## src/rtl/cic_fir_pkg.sv

```systemverilog
// Shared constants, coefficient table, FSM state type and width helper for
// the CIC droop-compensation FIR.
package cic_fir_pkg;

  localparam int COEF_W    = 12;
  localparam int NUM_TAPS  = 7;
  localparam int NUM_PAIRS = 3;
  localparam int SHIFT     = 8;

  // Half of a symmetric 7-tap kernel: COEF[0..2] pair outer taps, COEF[3] is
  // the centre tap. The full kernel sums to 2^SHIFT (unity DC gain).
  localparam logic signed [COEF_W-1:0] COEF [0:NUM_PAIRS] =
    '{-12'sd8, 12'sd0, 12'sd72, 12'sd128};

  typedef enum logic [1:0] {
    IDLE = 2'd0,
    MAC  = 2'd1,
    SAT  = 2'd2
  } state_t;

  // Pair sum (data + 2) times coefficient, plus 2 guard bits so four
  // accumulated products can never wrap.
  function automatic int acc_width(input int data_width);
    return data_width + 2 + COEF_W + 2;
  endfunction

endpackage

```

## src/rtl/cic_comp_fir_round_sat.sv

```systemverilog
// Combinational round-half-up, arithmetic shift and unsigned clamp of the
// signed accumulator into the output sample range.
module cic_round_sat #(
  parameter int IN_W  = 36,
  parameter int OUT_W = 20,
  parameter int SHIFT = 8
) (
  input  logic signed [IN_W-1:0]  acc_i,
  output logic        [OUT_W-1:0] data_o
);

  // One extra bit keeps the rounding add from overflowing.
  localparam logic signed [IN_W:0] HALF =
    {{(IN_W-SHIFT+1){1'b0}}, 1'b1, {(SHIFT-1){1'b0}}};
  localparam logic signed [IN_W:0] MAX_OUT =
    {{(IN_W+1-OUT_W){1'b0}}, {OUT_W{1'b1}}};

  logic signed [IN_W:0] acc_ext;
  logic signed [IN_W:0] shifted;

  assign acc_ext = {acc_i[IN_W-1], acc_i};
  assign shifted = (acc_ext + HALF) >>> SHIFT;

  // Clamp negatives to zero and large values to full scale.
  always_comb begin
    data_o = shifted[OUT_W-1:0];
    if (shifted[IN_W]) begin
      data_o = '0;
    end else if (shifted > MAX_OUT) begin
      data_o = '1;
    end
  end

endmodule

```

## src/rtl/cic_comp_fir.sv

```systemverilog
// Droop-compensation FIR behind the CIC decimator: strobe edge detect, 7-tap
// delay line, serial 4-cycle symmetric MAC, round/saturate and a one-deep
// valid/ready output register with sticky overrun/drop flags.
module cic_comp_fir
  import cic_fir_pkg::*;
#(
  parameter int DATA_WIDTH = 20,
  parameter int DECIM      = 1
) (
  input  logic                  clk_i,
  input  logic                  rstn_i,
  input  logic [DATA_WIDTH-1:0] cic_data_i,
  input  logic                  cic_clk_i,
  output logic [DATA_WIDTH-1:0] data_o,
  output logic                  valid_o,
  input  logic                  ready_i,
  output logic                  overrun_o,
  output logic                  drop_o,
  input  logic                  err_clr_i
);

  localparam int ACC_W  = acc_width(DATA_WIDTH);
  localparam int PAIR_W = DATA_WIDTH + 2;
  localparam int PROD_W = PAIR_W + COEF_W;

  logic                         cic_clk_prev_reg;
  logic                         strobe_edge;
  logic                         accept;
  logic                         start_mac;
  logic                         sat_load;
  logic                         phase_reg;
  state_t                       state_reg, state_next;
  logic [1:0]                   mac_idx_reg, mac_idx_next;
  logic [DATA_WIDTH-1:0]        x_reg [NUM_TAPS];
  logic signed [PAIR_W-1:0]     x_ext [NUM_TAPS];
  logic signed [PAIR_W-1:0]     pair_sum;
  logic signed [PROD_W-1:0]     prod;
  logic signed [ACC_W-1:0]      acc_term;
  logic signed [ACC_W-1:0]      acc_reg;
  logic [DATA_WIDTH-1:0]        sat_data;

  assign strobe_edge = cic_clk_i && !cic_clk_prev_reg;
  assign accept      = strobe_edge && (state_reg == IDLE);
  assign start_mac   = accept && !phase_reg;
  assign sat_load    = (state_reg == SAT);

  // Register the strobe so a rising edge can be detected in the clk_i domain.
  always_ff @(posedge clk_i or negedge rstn_i) begin
    if (!rstn_i) cic_clk_prev_reg <= 1'b0;
    else         cic_clk_prev_reg <= cic_clk_i;
  end

  // Shift accepted samples into the delay line; samples arriving mid-MAC are
  // discarded so the taps stay stable for the whole MAC pass.
  always_ff @(posedge clk_i or negedge rstn_i) begin
    if (!rstn_i) begin
      for (int i = 0; i < NUM_TAPS; i++) x_reg[i] <= '0;
    end else if (accept) begin
      x_reg[0] <= cic_data_i;
      for (int i = 1; i < NUM_TAPS; i++) x_reg[i] <= x_reg[i-1];
    end
  end

  // Zero-extend every tap to a signed operand wide enough for a pair sum.
  for (genvar gi = 0; gi < NUM_TAPS; gi++) begin : g_ext
    assign x_ext[gi] = $signed({2'b00, x_reg[gi]});
  end

  // Decimation phase: only phase-0 samples launch a MAC pass.
  always_ff @(posedge clk_i or negedge rstn_i) begin
    if (!rstn_i)     phase_reg <= 1'b0;
    else if (accept) phase_reg <= (DECIM == 2) ? ~phase_reg : 1'b0;
  end

  // FSM state and MAC index register.
  always_ff @(posedge clk_i or negedge rstn_i) begin
    if (!rstn_i) begin
      state_reg   <= IDLE;
      mac_idx_reg <= '0;
    end else begin
      state_reg   <= state_next;
      mac_idx_reg <= mac_idx_next;
    end
  end

  // Next-state logic: IDLE -> MAC (k = 0..3) -> SAT -> IDLE.
  always_comb begin
    state_next   = state_reg;
    mac_idx_next = mac_idx_reg;
    case (state_reg)
      IDLE: begin
        if (start_mac) begin
          state_next   = MAC;
          mac_idx_next = '0;
        end
      end
      MAC: begin
        if (mac_idx_reg == 2'd3) state_next = SAT;
        else                     mac_idx_next = mac_idx_reg + 2'd1;
      end
      SAT:     state_next = IDLE;
      default: state_next = IDLE;
    endcase
  end

  // Select the symmetric tap pair (or the centre tap) for this MAC step.
  always_comb begin
    pair_sum = '0;
    case (mac_idx_reg)
      2'd0:    pair_sum = x_ext[0] + x_ext[6];
      2'd1:    pair_sum = x_ext[1] + x_ext[5];
      2'd2:    pair_sum = x_ext[2] + x_ext[4];
      default: pair_sum = x_ext[3];
    endcase
  end

  assign prod     = pair_sum * COEF[mac_idx_reg];
  assign acc_term = ACC_W'(prod);

  // Accumulate one product per MAC cycle; cleared as the pass starts.
  always_ff @(posedge clk_i or negedge rstn_i) begin
    if (!rstn_i)                 acc_reg <= '0;
    else if (start_mac)          acc_reg <= '0;
    else if (state_reg == MAC)   acc_reg <= acc_reg + acc_term;
  end

  cic_round_sat #(
    .IN_W  (ACC_W),
    .OUT_W (DATA_WIDTH),
    .SHIFT (SHIFT)
  ) u_round_sat (
    .acc_i  (acc_reg),
    .data_o (sat_data)
  );

  // Output register: a new result always wins over holding the old one.
  always_ff @(posedge clk_i or negedge rstn_i) begin
    if (!rstn_i) begin
      data_o  <= '0;
      valid_o <= 1'b0;
    end else if (sat_load) begin
      data_o  <= sat_data;
      valid_o <= 1'b1;
    end else if (valid_o && ready_i) begin
      valid_o <= 1'b0;
    end
  end

  // Sticky error flags; a set event in the clear cycle takes priority.
  always_ff @(posedge clk_i or negedge rstn_i) begin
    if (!rstn_i) begin
      overrun_o <= 1'b0;
      drop_o    <= 1'b0;
    end else begin
      if (sat_load && valid_o && !ready_i) overrun_o <= 1'b1;
      else if (err_clr_i)                  overrun_o <= 1'b0;
      if (strobe_edge && state_reg != IDLE) drop_o <= 1'b1;
      else if (err_clr_i)                   drop_o <= 1'b0;
    end
  end

endmodule

```

## config.mk

```make
export PLATFORM = sky130hd
export DESIGN_NAME = cic_comp_fir
export DESIGN_NICKNAME = d
export VERILOG_FILES = /design/src/rtl/cic_fir_pkg.sv /design/src/rtl/cic_comp_fir_round_sat.sv /design/src/rtl/cic_comp_fir.sv
export SDC_FILE = /design/constraint.sdc
export NUM_CORES = 1
export LEC_CHECK = 0
export CORE_ASPECT_RATIO = 1.5
export CORE_MARGIN = 4
export CORE_UTILIZATION = 55
export DETAILED_ROUTE_END_ITERATION = 8
export GPL_TIMING_DRIVEN = 0
export PLACE_DENSITY = 0.72
export SETUP_SLACK_MARGIN = 0.3
export SLEW_MARGIN = 5
export SYNTH_ARGS = -nofsm -noshare
export SYNTH_HDL_FRONTEND = slang
export SYNTH_SLANG_ARGS = --single-unit
```

## constraint.sdc

```tcl
create_clock -name clk_i -period 10.2 [get_ports clk_i]
set_input_delay 1.02 -clock clk_i [delete_from_list [all_inputs] [get_ports clk_i]]
set_output_delay 1.02 -clock clk_i [all_outputs]
set_load 0.1 [all_outputs]
```

==> results <==
- The run finished with clean final reports.
- The starting utilization of the core area is 55.9%.
- The maximum fanout along the worst path is 5.
- The number of nets in the layout is 2157.
- In this run the number of H-tree levels came out at 1.
- The largest individual stage delay along the critical path comes from the cell sky130_fd_sc_hd__a2111oi_0.
- The number of maximum-capacitance constraint violations is 0.
- The number of antenna violations at the first check in global routing is 0.
- The total nets after synthesis is 2086.
- The first global-routing pass estimated 72.1 mm of wire.
- The routed design has 44.0 mm of wire.
- The number of unique standard cell types used by synthesis is 70.
- The post-synthesis sequential area ratio is 28.2%.
- The core region is 0.0319 sq mm.
- The number of max-slew violations in the final report is 0.
- The register with the most flip-flops in the layout has 140 of them.
- After synthesis, the share of flip-flops with an asynchronous set or reset is 100%.
- The count of nets left with antenna violations once routing finished came out at 0.
- The aggregate global routing overflow is 0.
- The share of layout cells above drive strength 1 is 10.6%.
- Data on the critical path is required at its endpoint by 10610 ps.
- 48 I/O pins were placed.
- The element type at the critical path end is a flop.
- The largest clock skew in the final design is 18.5 ps.
- TritonCTS built the clock tree.
- Dividing the detail-routed wire length by the instance count gives 19.9 um.
- The largest single stage delay on the critical path is 990 ps.
- Summed over all nets, the half-perimeter wirelength after detailed placement is 35.8 mm.
- The maximum number of pins on one net before global-route repair is 119.
- The kind of cell adding the most delay to the critical path is compound AO/OA/AOI/OAI gates.
- Setup violations remaining at the end of the flow were counted as 0.
- The antenna diode count is 0.
- Routability-driven placement finished with a final weighted congestion of 0.911.
- The fraction of the cycle the final worst path needs is 93.3%.
- The number of storage elements in the synthesis netlist is 201.
- The number of failing hold endpoints at the final stage came to 0.
- At the later pin of the worst-skew pair, clock insertion delay measures 540 ps.
- Yosys mapped a number of flops with a built-in enable equal to 0.
- CTS saw 201 sinks.
- The area growth from synthesis to layout is 9.35%.
- For this run, the top clock speed supported by timing is 105 MHz.
- The number of hold buffers added after CTS was 0.
- Fill cells in the final layout number 2637.
- Before antenna repair, the detailed router went through 5 iterations.
- The count of buffers inserted at the top-level ports is 47.
- The worst setup path is launched from a flop.
- Together, buffers and inverters on the worst path number 0.
- The die is 229 um tall.
- Clock-pin slew was measured on the worst setup and hold paths at 70 ps.
- In the routed design, unresolved DRC markers number 0.
- Setup repair after global routing left no endpoint under its margin.
- The worst pin sits at a relative slew slack of 26.2%.
- The prevailing post-synth register cell is sky130_fd_sc_hd__dfrtp_1.
- The cell count after synthesis is 1719.
- Final hold analysis gives a worst-case slack of 452 ps.
- The number of global-route vias before repair came to 14100.
- The number of setup buffers added after CTS is 0.
- The share of Yosys cell area claimed by the top area cell type is 28.2%.
- By area the synthesized netlist is led by sky130_fd_sc_hd__dfrtp_1 (28%), sky130_fd_sc_hd__fa_1 (18%), sky130_fd_sc_hd__ha_1 (13%).
- Row generation in the floorplan step produced 80 rows.
- In this run the cell area of the synthesized design comes to 0.0179 sq mm.
- Each instance of the synthesized netlist takes up on average 10.4 sq um.
- The path category of the worst min-delay check is in2async.
- Detailed routing inserted a total of 13100 vias.
- The slew at the pin closest to its max-slew limit is 1080 ps.
- The largest total area in the synthesized netlist belongs to sky130_fd_sc_hd__dfrtp_1.
- The die area is 0.0355 sq mm.
- The die outline width is 155 um.
- For this block, the initial DRC count from the detailed router was 623.
- The most instantiated library cell after synthesis is sky130_fd_sc_hd__dfrtp_1.
- STA puts the critical path data arrival time at 9930 ps.
- The number of warnings issued by yosys is 0.
- The mean number of vias per cell is 5.93.
- Counting the buffers created by CTS gives 21.
- The final critical-path required period is 9520 ps.
- The cell at the root of the clock tree is sky130_fd_sc_hd__clkbuf_16.
- Sorting the synthesized cells by how often they occur yields sky130_fd_sc_hd__dfrtp_1 (201), sky130_fd_sc_hd__ha_1 (179), sky130_fd_sc_hd__fa_1 (163), sky130_fd_sc_hd__inv_1 (163), sky130_fd_sc_hd__mux2_2 (135).
- The number of buffers between clock root and the deepest sink is 3.
- The overall track demand over capacity in global routing is 25.4%.
- The setup path with the least slack is of type reg2reg.
- Counting stages on the worst path, the most repeated cell is sky130_fd_sc_hd__fa_1.
[metal layers]
| layer | up-vias | global-route usage (%) | part of all wire, % |
|---|---|---|---|
| li1 | 6155 | - | - |
| met1 | 6524 | 29.2 | 38 |
| met2 | 333 | 46.7 | 53 |
| met3 | 124 | 2.37 | 3.7 |
| met4 | 0 | 12.1 | 5.2 |
| met5 | - | 0 | 0 |
[worst reg2reg max path: cells and delay by family (launching register included)]
kind / cells / cell delay [ps]
AOI/OAI and AO/OA: 11 / 3610
xor gates and xnor gates: 1 / 130
adders and majority gates: 8 / 3570
DFF: 1 / 430
and+or+nand+nor: 7 / 1670
[path summary, 6_finish.rpt]
kind / endpoint / cells past startpoint / from / slack (ps)
setup / recovery: acc_reg[27] / 27 / x_ext[49] / 680
hold / removal: x_ext[3] / 1 / rstn_i / 450
setup reg to reg: acc_reg[27] / 27 / x_ext[49] / 680
hold reg to reg: x_ext[45] / 2 / x_ext[67] / 510
max in group asynchronous: overrun_o / 2 / rstn_i / 8730
min in group clk_i: x_ext[45] / 2 / x_ext[67] / 510
[cells by family (layout without fill, tap and decap cells)]
group           Yosys count  in the layout  share of synthesized area [%]
compound gates          375            375                           13.7
xor+xnor                 83             83                           4.07
fa+ha+maj               342            342                           30.8
buf+inv                 216            302                           4.55
flops                   201            201                           28.2
mux                     141            141                           8.85
simple gates            361            361                           9.80
[what timing repair did]
action	4_1_cts	5_1_grt
resized for setup	0	3
hold endpoints to repair	0	0
endpoints found under the setup margin	0	7
[stage by stage]
| stage | util [%] | TNS [ps] | std cells | area, sq um | setup slack, ps |
|---|---|---|---|---|---|
| detailed placement | 59.1 | 0 | 2177 | 18900 | 390 |
| global placement | 59.0 | -26920 | 2176 | 18800 | -160 |
| global route | 61.2 | 0 | 2215 | 19500 | 285 |
| CTS | 61.1 | 0 | 2215 | 19500 | 389 |
| finish | 61.2 | 0 | 2215 | 19500 | 679 |
| floorplan | - | 0 | 1719 | 17900 | 2590 |
[area by class of cell]
class / count / area (sq um) / share of cell area, %
plain buffers: 52 / 198 / 1.01
clock buffers: 32 / 587 / 3.01
clock inverters: 6 / 63.8 / 0.327
inverters: 164 / 616 / 3.15
multi-input cells: 1302 / 12000 / 61.5
flip-flops and latches: 201 / 5030 / 25.8
well taps: 410 / 513 / 2.63
repair buffers: 48 / 503 / 2.58
[cells in the final DEF, fill, tap and decap left out, types with 46 or more instances in the layout]
| cell | netlist | routed |
|---|---|---|
| sky130_fd_sc_hd__a21oi_1 | 99 | 99 |
| sky130_fd_sc_hd__clkbuf_1 | 44 | 52 |
| sky130_fd_sc_hd__clkdlybuf4s50_1 | 0 | 46 |
| sky130_fd_sc_hd__dfrtp_1 | 201 | 201 |
| sky130_fd_sc_hd__fa_1 | 163 | 163 |
| sky130_fd_sc_hd__ha_1 | 179 | 178 |
| sky130_fd_sc_hd__inv_1 | 163 | 163 |
| sky130_fd_sc_hd__mux2_2 | 135 | 135 |
| sky130_fd_sc_hd__nand2_1 | 104 | 104 |
| sky130_fd_sc_hd__nor2_1 | 85 | 85 |
| sky130_fd_sc_hd__o21ai_0 | 87 | 87 |
Power is left out: the tool's default activity adds up to more than one toggle a clock period on the data nets, which glitch-free logic cannot reach.
